==> src/rtl/vga_timing_generator_if.sv <==
// Raster timing bundle: position, blanking qualifier, syncs and strobes,
// driven by vga_timing_generator and consumed by the pixel-colour logic.
interface vga_timing_generator_if;
    int          row;
    int          column;
    logic        display_enable;
    logic        h_sync;
    logic        v_sync;
    logic        line_start;
    logic        frame_start;
    logic [15:0] frame_count;

    modport master (
        output row, column, display_enable, h_sync, v_sync,
               line_start, frame_start, frame_count
    );

    modport slave (
        input  row, column, display_enable, h_sync, v_sync,
               line_start, frame_start, frame_count
    );
endinterface

==> src/rtl/vga_timing_generator.sv <==
// VGA raster timing source: pixel/line counters with fully registered decode.
// Optional completed-frame counter enabled by macro VGA_TIMING_FRAME_COUNT_EN.
module vga_timing_generator #(
    parameter int H_VISIBLE        = 640,
    parameter int H_FRONT          = 16,
    parameter int H_SYNC           = 96,
    parameter int H_BACK           = 48,
    parameter int V_VISIBLE        = 480,
    parameter int V_FRONT          = 10,
    parameter int V_SYNC           = 2,
    parameter int V_BACK           = 33,
    parameter int SYNC_ACTIVE_HIGH = 0
) (
    input  logic                   vga_clock,
    input  logic                   reset,
    vga_timing_generator_if.master vga
);

    localparam int H_TOTAL = H_VISIBLE + H_FRONT + H_SYNC + H_BACK;
    localparam int V_TOTAL = V_VISIBLE + V_FRONT + V_SYNC + V_BACK;
    localparam int HW      = (H_TOTAL > 1) ? $clog2(H_TOTAL) : 1;
    localparam int VW      = (V_TOTAL > 1) ? $clog2(V_TOTAL) : 1;

    localparam logic [HW-1:0] H_LAST = HW'(H_TOTAL - 1);
    localparam logic [VW-1:0] V_LAST = VW'(V_TOTAL - 1);

    localparam int H_SYNC_START = H_VISIBLE + H_FRONT;
    localparam int V_SYNC_START = V_VISIBLE + V_FRONT;

    localparam logic SYNC_IDLE = (SYNC_ACTIVE_HIGH != 0) ? 1'b0 : 1'b1;

    function automatic logic in_window(input int pos, input int lo, input int len);
        return (pos >= lo) && (pos < lo + len);
    endfunction

    function automatic logic sync_level(input logic active);
        return (SYNC_ACTIVE_HIGH != 0) ? active : !active;
    endfunction

    logic [HW-1:0] h_q, h_d;
    logic [VW-1:0] v_q, v_d;
    logic          h_wrap;

    int   row_q, row_d;
    int   col_q, col_d;
    logic de_q, de_d;
    logic hs_q, hs_d;
    logic vs_q, vs_d;
    logic ls_q, ls_d;
    logic fs_q, fs_d;

    // Next position, then every output decoded from that same next position
    // so the registered outputs all describe the cycle they are presented in.
    always_comb begin
        h_wrap = (h_q == H_LAST);
        h_d    = h_wrap ? '0 : h_q + HW'(1);
        v_d    = v_q;
        if (h_wrap) begin
            v_d = (v_q == V_LAST) ? '0 : v_q + VW'(1);
        end

        col_d = int'(h_d);
        row_d = int'(v_d);
        de_d  = (col_d < H_VISIBLE) && (row_d < V_VISIBLE);
        hs_d  = sync_level(in_window(col_d, H_SYNC_START, H_SYNC));
        vs_d  = sync_level(in_window(row_d, V_SYNC_START, V_SYNC));
        ls_d  = (h_d == '0);
        fs_d  = (h_d == '0) && (v_d == '0);
    end

    // Reset parks the counters on the last position so release wraps to (0,0).
    always_ff @(posedge vga_clock) begin
        if (!reset) begin
            h_q   <= H_LAST;
            v_q   <= V_LAST;
            row_q <= 0;
            col_q <= 0;
            de_q  <= 1'b0;
            hs_q  <= SYNC_IDLE;
            vs_q  <= SYNC_IDLE;
            ls_q  <= 1'b0;
            fs_q  <= 1'b0;
        end else begin
            h_q   <= h_d;
            v_q   <= v_d;
            row_q <= row_d;
            col_q <= col_d;
            de_q  <= de_d;
            hs_q  <= hs_d;
            vs_q  <= vs_d;
            ls_q  <= ls_d;
            fs_q  <= fs_d;
        end
    end

    assign vga.row            = row_q;
    assign vga.column         = col_q;
    assign vga.display_enable = de_q;
    assign vga.h_sync         = hs_q;
    assign vga.v_sync         = vs_q;
    assign vga.line_start     = ls_q;
    assign vga.frame_start    = fs_q;

`ifdef VGA_TIMING_FRAME_COUNT_EN
    logic [15:0] fc_q, fc_d;
    logic        started_q;

    // The frame_start produced by reset release opens frame 0 and is not counted.
    always_comb begin
        fc_d = fc_q;
        if (fs_d && started_q) begin
            fc_d = fc_q + 16'd1;
        end
    end

    always_ff @(posedge vga_clock) begin
        if (!reset) begin
            fc_q      <= 16'd0;
            started_q <= 1'b0;
        end else begin
            fc_q      <= fc_d;
            started_q <= 1'b1;
        end
    end

    assign vga.frame_count = fc_q;
`else
    assign vga.frame_count = 16'd0;
`endif

endmodule

==> src/flat_wrapper.sv <==
// flat-port wrapper written by rule: the top's interface ports become plain ports
module vga_timing_generator_flat 
#(
    parameter int H_VISIBLE        = 640,
    parameter int H_FRONT          = 16,
    parameter int H_SYNC           = 96,
    parameter int H_BACK           = 48,
    parameter int V_VISIBLE        = 480,
    parameter int V_FRONT          = 10,
    parameter int V_SYNC           = 2,
    parameter int V_BACK           = 33,
    parameter int SYNC_ACTIVE_HIGH = 0
)
  (vga_clock, reset, vga_row, vga_column, vga_display_enable, vga_h_sync, vga_v_sync, vga_line_start, vga_frame_start, vga_frame_count);
  vga_timing_generator_if vga_i ();
  input  logic vga_clock;
  input  logic reset;
  output wire logic [$bits(vga_i.row)-1:0] vga_row;
  output wire logic [$bits(vga_i.column)-1:0] vga_column;
  output wire logic [$bits(vga_i.display_enable)-1:0] vga_display_enable;
  output wire logic [$bits(vga_i.h_sync)-1:0] vga_h_sync;
  output wire logic [$bits(vga_i.v_sync)-1:0] vga_v_sync;
  output wire logic [$bits(vga_i.line_start)-1:0] vga_line_start;
  output wire logic [$bits(vga_i.frame_start)-1:0] vga_frame_start;
  output wire logic [$bits(vga_i.frame_count)-1:0] vga_frame_count;
  assign vga_row = vga_i.row;
  assign vga_column = vga_i.column;
  assign vga_display_enable = vga_i.display_enable;
  assign vga_h_sync = vga_i.h_sync;
  assign vga_v_sync = vga_i.v_sync;
  assign vga_line_start = vga_i.line_start;
  assign vga_frame_start = vga_i.frame_start;
  assign vga_frame_count = vga_i.frame_count;
  vga_timing_generator #(.H_VISIBLE(H_VISIBLE), .H_FRONT(H_FRONT), .H_SYNC(H_SYNC), .H_BACK(H_BACK), .V_VISIBLE(V_VISIBLE), .V_FRONT(V_FRONT), .V_SYNC(V_SYNC), .V_BACK(V_BACK), .SYNC_ACTIVE_HIGH(SYNC_ACTIVE_HIGH)) u_core (.vga_clock(vga_clock), .reset(reset), .vga(vga_i));
endmodule
==> config.mk <==
export PLATFORM = sky130hd
export DESIGN_NAME = vga_timing_generator_flat
export DESIGN_NICKNAME = d
export VERILOG_FILES = /design/src/rtl/vga_timing_generator_if.sv /design/src/rtl/vga_timing_generator.sv /design/src/flat_wrapper.sv
export SDC_FILE = /design/constraint.sdc
export NUM_CORES = 1
export LEC_CHECK = 0
export BUFFER_PORTS_ARGS = -buffer_cell sky130_fd_sc_hd__buf_4
export CORE_MARGIN = 10
export CORE_UTILIZATION = 35
export CTS_CLUSTER_DIAMETER = 60
export CTS_CLUSTER_SIZE = 8
export DETAILED_ROUTE_END_ITERATION = 16
export PLACE_DENSITY_LB_ADDON = 0.2
export RECOVER_POWER = 100
export SYNTH_ARGS = -nofsm -noshare
export SYNTH_HDL_FRONTEND = slang
export SYNTH_SLANG_ARGS = --single-unit
export TNS_END_PERCENT = 50
==> constraint.sdc <==
create_clock -name vga_clock -period 2.25 [get_ports vga_clock]
set_clock_uncertainty 0.15 [all_clocks]
set_input_delay 0.45 -clock vga_clock [delete_from_list [all_inputs] [get_ports vga_clock]]
set_output_delay 0.45 -clock vga_clock [all_outputs]
set_load 0.05 [all_outputs]
==> impl_metrics.ini, run 1 <==
[synthesis]
netlist_area_um2 = 2190
synthTopCellsByArea = dfxtp_1 32%, buf_4 24%, xnor2_1 4.4%, nor2_1 3.4%, nand3_1 2.3%
synth-edff-count = 0
synth_cell_types = 54
avgSynthCellArea_um2 = 8.85
syn_inst = 247
yosysTopAreaCellShare_pct = 32.0
ys_warn_count = 0
yosysSeqAreaShare_pct = 32.0
synth.most_common_cell = buf_4
synthFlopType = dfxtp_1
yosysTopAreaCell = dfxtp_1
synth_common_cells = 71 x buf_4, 35 x dfxtp_1, 20 x nor2_1, 13 x nand2_1, 11 x xnor2_1
ys_async_sr_fraction_pct = 0
ys_ff_latch = 35

[place]
place_congestion = 0.845
dp_worst_setup_slack_ns = 0.00590
dp_hpwl_um = 3990
io_buffer_count = 26

[power_and_ir_drop]
clkPwrFrac_pct = 15.5
p_leak_nw = 1.11
p_sw_mw = 1.81
ir_drop_uv = 721
power_density_nw_per_um2 = 1560
p_comb_share_pct = 60.0
sw_frac_of_total_pct = 47.5
internal-power_mw = 2.00
seqPwrFrac_pct = 24.4

[timing]
max_freq_mhz = 462
fin_crit_ns = 2.17
grt_setup_unrepaired = false
slew_violations = 0
worstMarginPinSlew_ns = 0.607
period_share_pct = 96.3
timing.hold.ws_ns = 0.285
maxSlewHeadroom_pct = 59.7
fin_setup_tns_ns = 0
setup_violations = 0
hold_viol = 0
timing.final.ws_setup_ns = 0.0841

[global_route]
grt-ovfl-total = 0
grt_pass1_wl_um = 8020
grt_max_degree = 16
grt_pass1_vias = 1651
antenna_found_initial = 0
grt_usage_pct = 9.70

[flow_run]
max_cap_viol_count = 0

[clocking]
numCtsBuffers = 5
cts_buffer_depth = 2
clock_latency_ns = 0.29
path_clk_slew_ns = 0.07
cts_sinks = 35
ctsHoldBuffers = 0
cts-root-buf = clkbuf_8
htreeDepth = 2
cts_tree = done

[worst_setup_path]
startpoint = u_core.vga.column[5]
worstPathArrival_ns = 2.22
critPathMaxFanout = 5
critPathMostFrequentCell = or3_4
crit_family = simple AND/OR/NAND/NOR gates
critical_path_required_ns = 2.30
crit_buf_inv = 0
reg2reg_setup_slack_ns = 0.08
cp_cell_sequence = or3_4, or3_4, nor3_4, xnor2_2, and4bb_2, a211oi_1
critPathMaxStageDelay_ns = 0.46
critPathSlowestCell = or3_4
worstSetupEndpointType = register
path_class = reg2reg
reg2reg_from = u_core.vga.column[5]
cp-start-kind = register

[drt]
drt-initial-drc-count = 59
drc_errors = 0
vias = 1593
viasPerCell = 4.36
wl_per_cell_um = 13.9
antenna_left = 0
routed_wl_um = 5090
dr.pass1.iters = 4

[layout]
nets = 294
antenna_cells = 0
synthToLayoutAreaGrowth_pct = 12.0
drive_above_1_share_pct = 26.2

[floorplanning]
io_pins = 87
die_y_um = 99.1
die_area_um2 = 9810
coreArea_um2 = 5990
die_w_um = 99.1
core.rowCount = 28
start_util_pct = 36.5

[hold_path]
hold_class = in2reg
worstHoldStart = reset

[status]
status = complete, no violations
## sequential cells by signal, indices dropped and copies added, names as in the netlist
name and count:
u_core.vga.column 10, u_core.vga.frame_start 1, u_core.vga.h_sync 1, u_core.v_q 3, u_core.h_q 7, u_core.vga.display_enable 1, u_core.vga.row 10, u_core.vga.v_sync 1
u_core.vga.line_start 1
## logic make-up (layout without fill, tap and decap cells)
logic type                 Yosys count  count (layout)  synth area share (%)
AOI/OAI and AO/OA                   28              28                  9.55
buffers and inverters               83              66                  27.7
other                                1              60                 0.171
xor gates and xnor gates            15              15                  6.01
adders and majority gates            3               3                  1.72
DFF                                 35              35                  32.0
and+or+nand+nor                     82              83                  22.8
## layer usage
layer	GRT usage, %	up-vias	part of all wire, %
li1	-	784	-
met1	10.5	734	39
met2	17.3	68	52
met3	3.42	7	8.0
met4	2.76	0	0.75
met5	0	-	0
## layout make-up
cell class	count	area [um^2]
Multi-Input combinational cell	189	1150
Tap cell	75	93.8
Fill cell	636	3540
Sequential cell	35	701
Timing Repair Buffer	52	360
Clock buffer	6	82.6
Clock inverter	2	35.0
Inverter	6	22.5
## repair_timing
| action | 4_1_cts | 5_1_grt |
|---|---|---|
| gates resized for setup | 2 | 6 |
| setup buffers | 0 | 5 |
| hold endpoints to repair | 0 | 0 |
| pin swaps | 1 | 8 |
| gates cloned | 0 | 1 |
| setup endpoints to repair | 1 | 5 |
## cell usage in the layout, fill, tap and decap left out, types with 2 or more instances in the layout
cell	Yosys	routed
conb_1	1	60
buf_4	71	44
dfxtp_1	35	35
nor2_1	20	19
nand2_1	13	13
nand3_1	10	10
xnor2_1	11	9
clkbuf_1	2	8
o21ai_0	7	7
inv_1	6	6
clkbuf_8	2	6
nor3_1	5	5
a21oi_1	5	5
xor2_1	4	4
and2_1	4	4
or3_4	2	2
and3_1	2	2
xnor2_2	0	2
nor3_4	0	2
nor4_4	2	2
nand2b_1	2	2
or3_1	2	2
a31oi_1	2	2
nand4_1	2	2
a211oi_1	2	2
or3_2	1	2
or2_2	2	2
ha_1	3	2
## worst paths after layout
kind                                                  end  cells after the start
worst max-delay path            u_core.vga.display_enable                      6
worst min-delay path                        u_core.h_q[4]                      2
worst max register to register  u_core.vga.display_enable                      6
worst min register to register       u_core.vga.column[0]                      2
## power by group through the flow
stage | logic, mW | registers (mW) | clock network [mW]
2_1_floorplan | 1.38 | 1.22 | 0
3_3_place_gp | 2.14 | 0.935 | 0
3_5_place_dp | 2.12 | 0.935 | 0
4_1_cts | 2.14 | 0.923 | 0.608
5_1_grt | 2.46 | 0.952 | 0.631
6_report | 2.29 | 0.931 | 0.592
## stage by stage
stage	utilization, %	instance area (um^2)	total power, mW	std cells
after floorplan	-	2410	2.60	306
after global placement	37.9	2270	3.07	351
after detailed placement	37.9	2270	3.06	351
after CTS	40.1	2400	3.67	359
after global routing	40.9	2450	4.04	365
final	40.9	2450	3.81	365
No activity file was read; power rests on OpenSTA's default activity.
==> run 2: changes to the inputs <==
==> constraint.sdc (replaced) <==
create_clock -name vga_clock -period 2.25 [get_ports vga_clock]
set_clock_uncertainty 0.15 [all_clocks]
set_input_delay 0.3375 -clock vga_clock [delete_from_list [all_inputs] [get_ports vga_clock]]
set_output_delay 0.3375 -clock vga_clock [all_outputs]
set_load 0.05 [all_outputs]
==> impl_metrics.ini, run 2 (synthesized netlist as in run 1, its figures left out) <==
[power_and_ir_drop]
power_density_nw_per_um2 = 1560
p_comb_share_pct = 59.7
sw_frac_of_total_pct = 48.0
p_total_mw = 3.78
clkPwrFrac_pct = 15.7
seqPwrFrac_pct = 24.6
p_sw_mw = 1.81
p_leak_nw = 1.08
internal-power_mw = 1.96
ir_drop_uv = 719

[floorplanning]
die_w_um = 99.1
start_util_pct = 36.5
core.rowCount = 28
die_y_um = 99.1
die_area_um2 = 9810
io_pins = 87
coreArea_um2 = 5990

[timing]
worstMarginPinSlew_ns = 0.611
setup_violations = 0
period_share_pct = 96.3
fin_setup_tns_ns = 0
hold_viol = 0
maxSlewHeadroom_pct = 59.5
grt_setup_unrepaired = false
slew_violations = 0
max_freq_mhz = 461
fin_crit_ns = 2.17
timing.hold.ws_ns = 0.171

[hold_path]
hold_class = in2reg

[drt]
dr.pass1.iters = 4
vias = 1579
drt-initial-drc-count = 49
wl_per_cell_um = 13.9
routed_wl_um = 5080
viasPerCell = 4.33
drc_errors = 0
antenna_left = 0

[global_route]
grt_pass1_vias = 1651
grt_pass1_wl_um = 8020
grt_max_degree = 16
antenna_found_initial = 0
grt_usage_pct = 9.70
grt-ovfl-total = 0

[place]
dp_hpwl_um = 3990
place_inst = 351
place_congestion = 0.845
io_buffer_count = 26
placedInstanceArea_um2 = 2270

[clocking]
htreeDepth = 2
numCtsBuffers = 5
cts-root-buf = clkbuf_8
cts_buffer_depth = 2
ctsHoldBuffers = 0
path_clk_slew_ns = 0.07
cts_sinks = 35
clock_latency_ns = 0.29
cts_tree = done

[layout]
final-seq-area_um2 = 701
nets = 294
finalNonFillerCells = 365
multi_input_area_um2 = 1150
final_cell_mix = 60 x conb_1, 36 x buf_4, 35 x dfxtp_1
layout_commonest_cell = conb_1
antenna_cells = 0
n_fill_cell = 646
drive_above_1_share_pct = 23.4
synthToLayoutAreaGrowth_pct = 10.6
post-route-cell-area_um2 = 2420

[worst_setup_path]
critical_path_required_ns = 2.30
path_class = reg2reg
worstPathArrival_ns = 2.22
worstSetupEndpointType = register
critPathMaxFanout = 5
cp-start-kind = register

[status]
status = complete, no violations

[flow_run]
max_cap_viol_count = 0
==> run 2: worst max-delay path, stage by stage, from the launching register on <==
cell and delay, ns:
dfxtp_1 0.31, or3_4 0.42, or3_4 0.47, nor3_4 0.17, xnor2_2 0.14, and4bb_2 0.26, a211oi_1 0.15
==> run 2: path summary, 6_finish.rpt <==
kind | start | to | slack [ns] | cells after the start
worst min-delay path | reset | u_core.h_q[4] | 0.17 | 2
worst max-delay path | u_core.vga.column[5] | u_core.vga.display_enable | 0.08 | 6
worst min register to register | u_core.h_q[0] | u_core.vga.column[0] | 0.40 | 2
worst max register to register | u_core.vga.column[5] | u_core.vga.display_enable | 0.08 | 6
==> run 2: per-layer routing <==
metal / track usage [%] / part of all wire [%]
met5: 0 / 0
met3: 3.42 / 7.1
met2: 17.3 / 51
met4: 2.76 / 0.87
met1: 10.5 / 41
==> run 2: power by group through the flow <==
stage	combinational, mW	sequential [mW]	clock [mW]
after global routing	2.43	0.951	0.631
after floorplan	1.38	1.22	0
after global placement	2.14	0.935	0
after detailed placement	2.12	0.935	0
final	2.26	0.928	0.592
after CTS	2.14	0.923	0.608
==> run 2: per-stage QoR <==
step / worst slack [ns] / util (%)
after CTS: 0.00731 / 40.1
after detailed placement: 0.00590 / 37.9
final: 0.0822 / 40.4
after global routing: 0.000332 / 40.4
after global placement: 0.0116 / 37.9
after floorplan: 0.0393 / -
==> run 2: what timing repair did <==
item                       in CTS  in global routing
resized for setup               2                  6
gates cloned                    0                  1
pin swaps                       1                  8
buffers inserted                0                  5
setup endpoints to repair       1                  5
==> run 2: final cells by class <==
class                   instances  area share (%)
multi-input cells             189            47.7
flip-flops and latches         35            29.0
repair buffers                 52            13.7
well taps                      75            3.88
clock buffers                   6            3.41
clock inverters                 2            1.45
inverters                       6           0.931
==> run 3: changes to the inputs <==
CTS_BUF_LIST = sky130_fd_sc_hd__clkbuf_4 sky130_fd_sc_hd__clkbuf_8 sky130_fd_sc_hd__clkbuf_16   (was not set)
MAX_ROUTING_LAYER = met4   (was not set)
==> impl_metrics.ini, run 3 (synthesized netlist as in run 1, its figures left out) <==
[global_route]
grt_pass1_wl_um = 8040
antenna_found_initial = 0
grt-ovfl-total = 0
grt_pass1_vias = 1646
grt_usage_pct = 9.99
grt_max_degree = 16

[floorplanning]
core.rowCount = 28
die_y_um = 99.1
io_pins = 87
start_util_pct = 36.5
die_w_um = 99.1
die_area_um2 = 9810
coreArea_um2 = 5990

[timing]
max_freq_mhz = 462
slew_violations = 0
timing.hold.ws_ns = 0.169
grt_setup_unrepaired = false
setup_violations = 0
hold_viol = 0
fin_setup_tns_ns = 0
fin_crit_ns = 2.16
worstMarginPinSlew_ns = 0.611
period_share_pct = 96.2
maxSlewHeadroom_pct = 59.5

[hold_path]
hold_class = in2reg
worstHoldStart = reset
whs_path_depth = 2
min_to = u_core.h_q[4]

[power_and_ir_drop]
internal-power_mw = 1.96
clkPwrFrac_pct = 15.7
p_comb_share_pct = 59.6
ir_drop_uv = 722
p_leak_nw = 1.08
sw_frac_of_total_pct = 48.1
power_density_nw_per_um2 = 1560
seqPwrFrac_pct = 24.6
p_sw_mw = 1.82

[worst_setup_path]
reg2reg_from = u_core.vga.column[5]
critPathMaxStageDelay_ns = 0.46
path_class = reg2reg
rr_worst_depth = 6
cp-start-kind = register
worstPathArrival_ns = 2.22
critPathMostFrequentCell = or3_4
worstSetupEndpointType = register
critPathMaxFanout = 5
r2r-end = u_core.vga.display_enable
critPathSlowestCell = or3_4
cp_cell_sequence = or3_4, or3_4, nor3_4, xnor2_2, and4bb_2, a211oi_1
reg2reg_setup_slack_ns = 0.09
startpoint = u_core.vga.column[5]
critical_path_required_ns = 2.31

[place]
place_congestion = 0.858
dp_hpwl_um = 3990
io_buffer_count = 26
place_inst = 351

[flow_run]
max_cap_viol_count = 0

[drt]
routed_wl_um = 5100
antenna_left = 0
vias = 1581
viasPerCell = 4.33
drc_errors = 0
dr.pass1.iters = 5
wl_per_cell_um = 14.0
drt-initial-drc-count = 57

[clocking]
cts_buffer_depth = 2
path_clk_slew_ns = 0.07
ctsHoldBuffers = 0
cts-root-buf = clkbuf_8
cts_sinks = 35
cts_tree = done
htreeDepth = 2
clock_latency_ns = 0.29
numCtsBuffers = 5

[layout]
final_cell_mix = 60 x conb_1, 36 x buf_4, 35 x dfxtp_1
fin_util_pct = 40.4
drive_above_1_share_pct = 23.4
synthToLayoutAreaGrowth_pct = 10.6
n_fill_cell = 646
antenna_cells = 0
layout_commonest_cell = conb_1
nets = 294
finalNonFillerCells = 365

[status]
status = complete, no violations
[run 3: cell counts in the layout (fill, tap and decap cells not counted)]
No cell type changed its count.
[run 3: worst max path at each step]
| stage | endpoint | slack (ns) | cells after the start |
|---|---|---|---|
| final | u_core.vga.display_enable | 0.09 | 6 |
| after global routing | u_core.vga.row[3] | 0.0003 | 8 |
| after CTS | u_core.vga.display_enable | 0.007 | 6 |
| after detailed placement | u_core.vga.display_enable | 0.006 | 7 |
| after global placement | u_core.vga.display_enable | 0.01 | 7 |
| after floorplan | u_core.vga.v_sync | 0.04 | 8 |
[run 3: power by group through the flow]
stage / clock (mW) / sequential, mW / combinational [mW]
6_report: 0.595 / 0.931 / 2.25
3_3_place_gp: 0 / 0.935 / 2.14
3_5_place_dp: 0 / 0.935 / 2.12
2_1_floorplan: 0 / 1.22 / 1.38
5_1_grt: 0.631 / 0.951 / 2.42
4_1_cts: 0.608 / 0.923 / 2.14
[run 3: area by class of cell]
| cell class | count | area (um^2) | area share (%) |
|---|---|---|---|
| multi-input combinational | 189 | 1150 | 47.7 |
| sequential | 35 | 701 | 29.0 |
| timing repair buffer | 52 | 330 | 13.7 |
| tap | 75 | 93.8 | 3.88 |
| clock buffer | 6 | 82.6 | 3.41 |
| clock inverter | 2 | 35.0 | 1.45 |
| inverter | 6 | 22.5 | 0.931 |
[run 3: through the flow]
step           setup slack, ns  instance area, um^2  total power, mW
3_3_place_gp            0.0116                 2270             3.07
6_report                0.0852                 2420             3.78
4_1_cts                0.00731                 2400             3.67
3_5_place_dp           0.00590                 2270             3.06
5_1_grt               0.000303                 2420             4.01
2_1_floorplan           0.0393                 2410             2.60
[run 3: timing repair]
action / CTS / global route
endpoints found under the hold margin: 0 / 0
cloned: 0 / 1
buffers inserted: 0 / 5
pin swaps: 1 / 8
gates resized for setup: 2 / 6
endpoints found under the setup margin: 1 / 5
[run 3: worst max-delay path: cells and delay by family (launching register included)]
family	cells	cell delay (ns)
and+or+nand+nor	4	1.31
AOI/OAI and AO/OA	1	0.15
xor gates and xnor gates	1	0.14
DFF	1	0.31
[run 3: metal layers]
metal	wire (um)	share of wire (%)	vias up	track usage, %
met5	0	0	-	-
met4	42	0.82	0	2.76
met3	353	6.9	8	3.07
met2	2600	51	68	17.2
met1	2100	41	722	10.8
li1	-	-	783	-
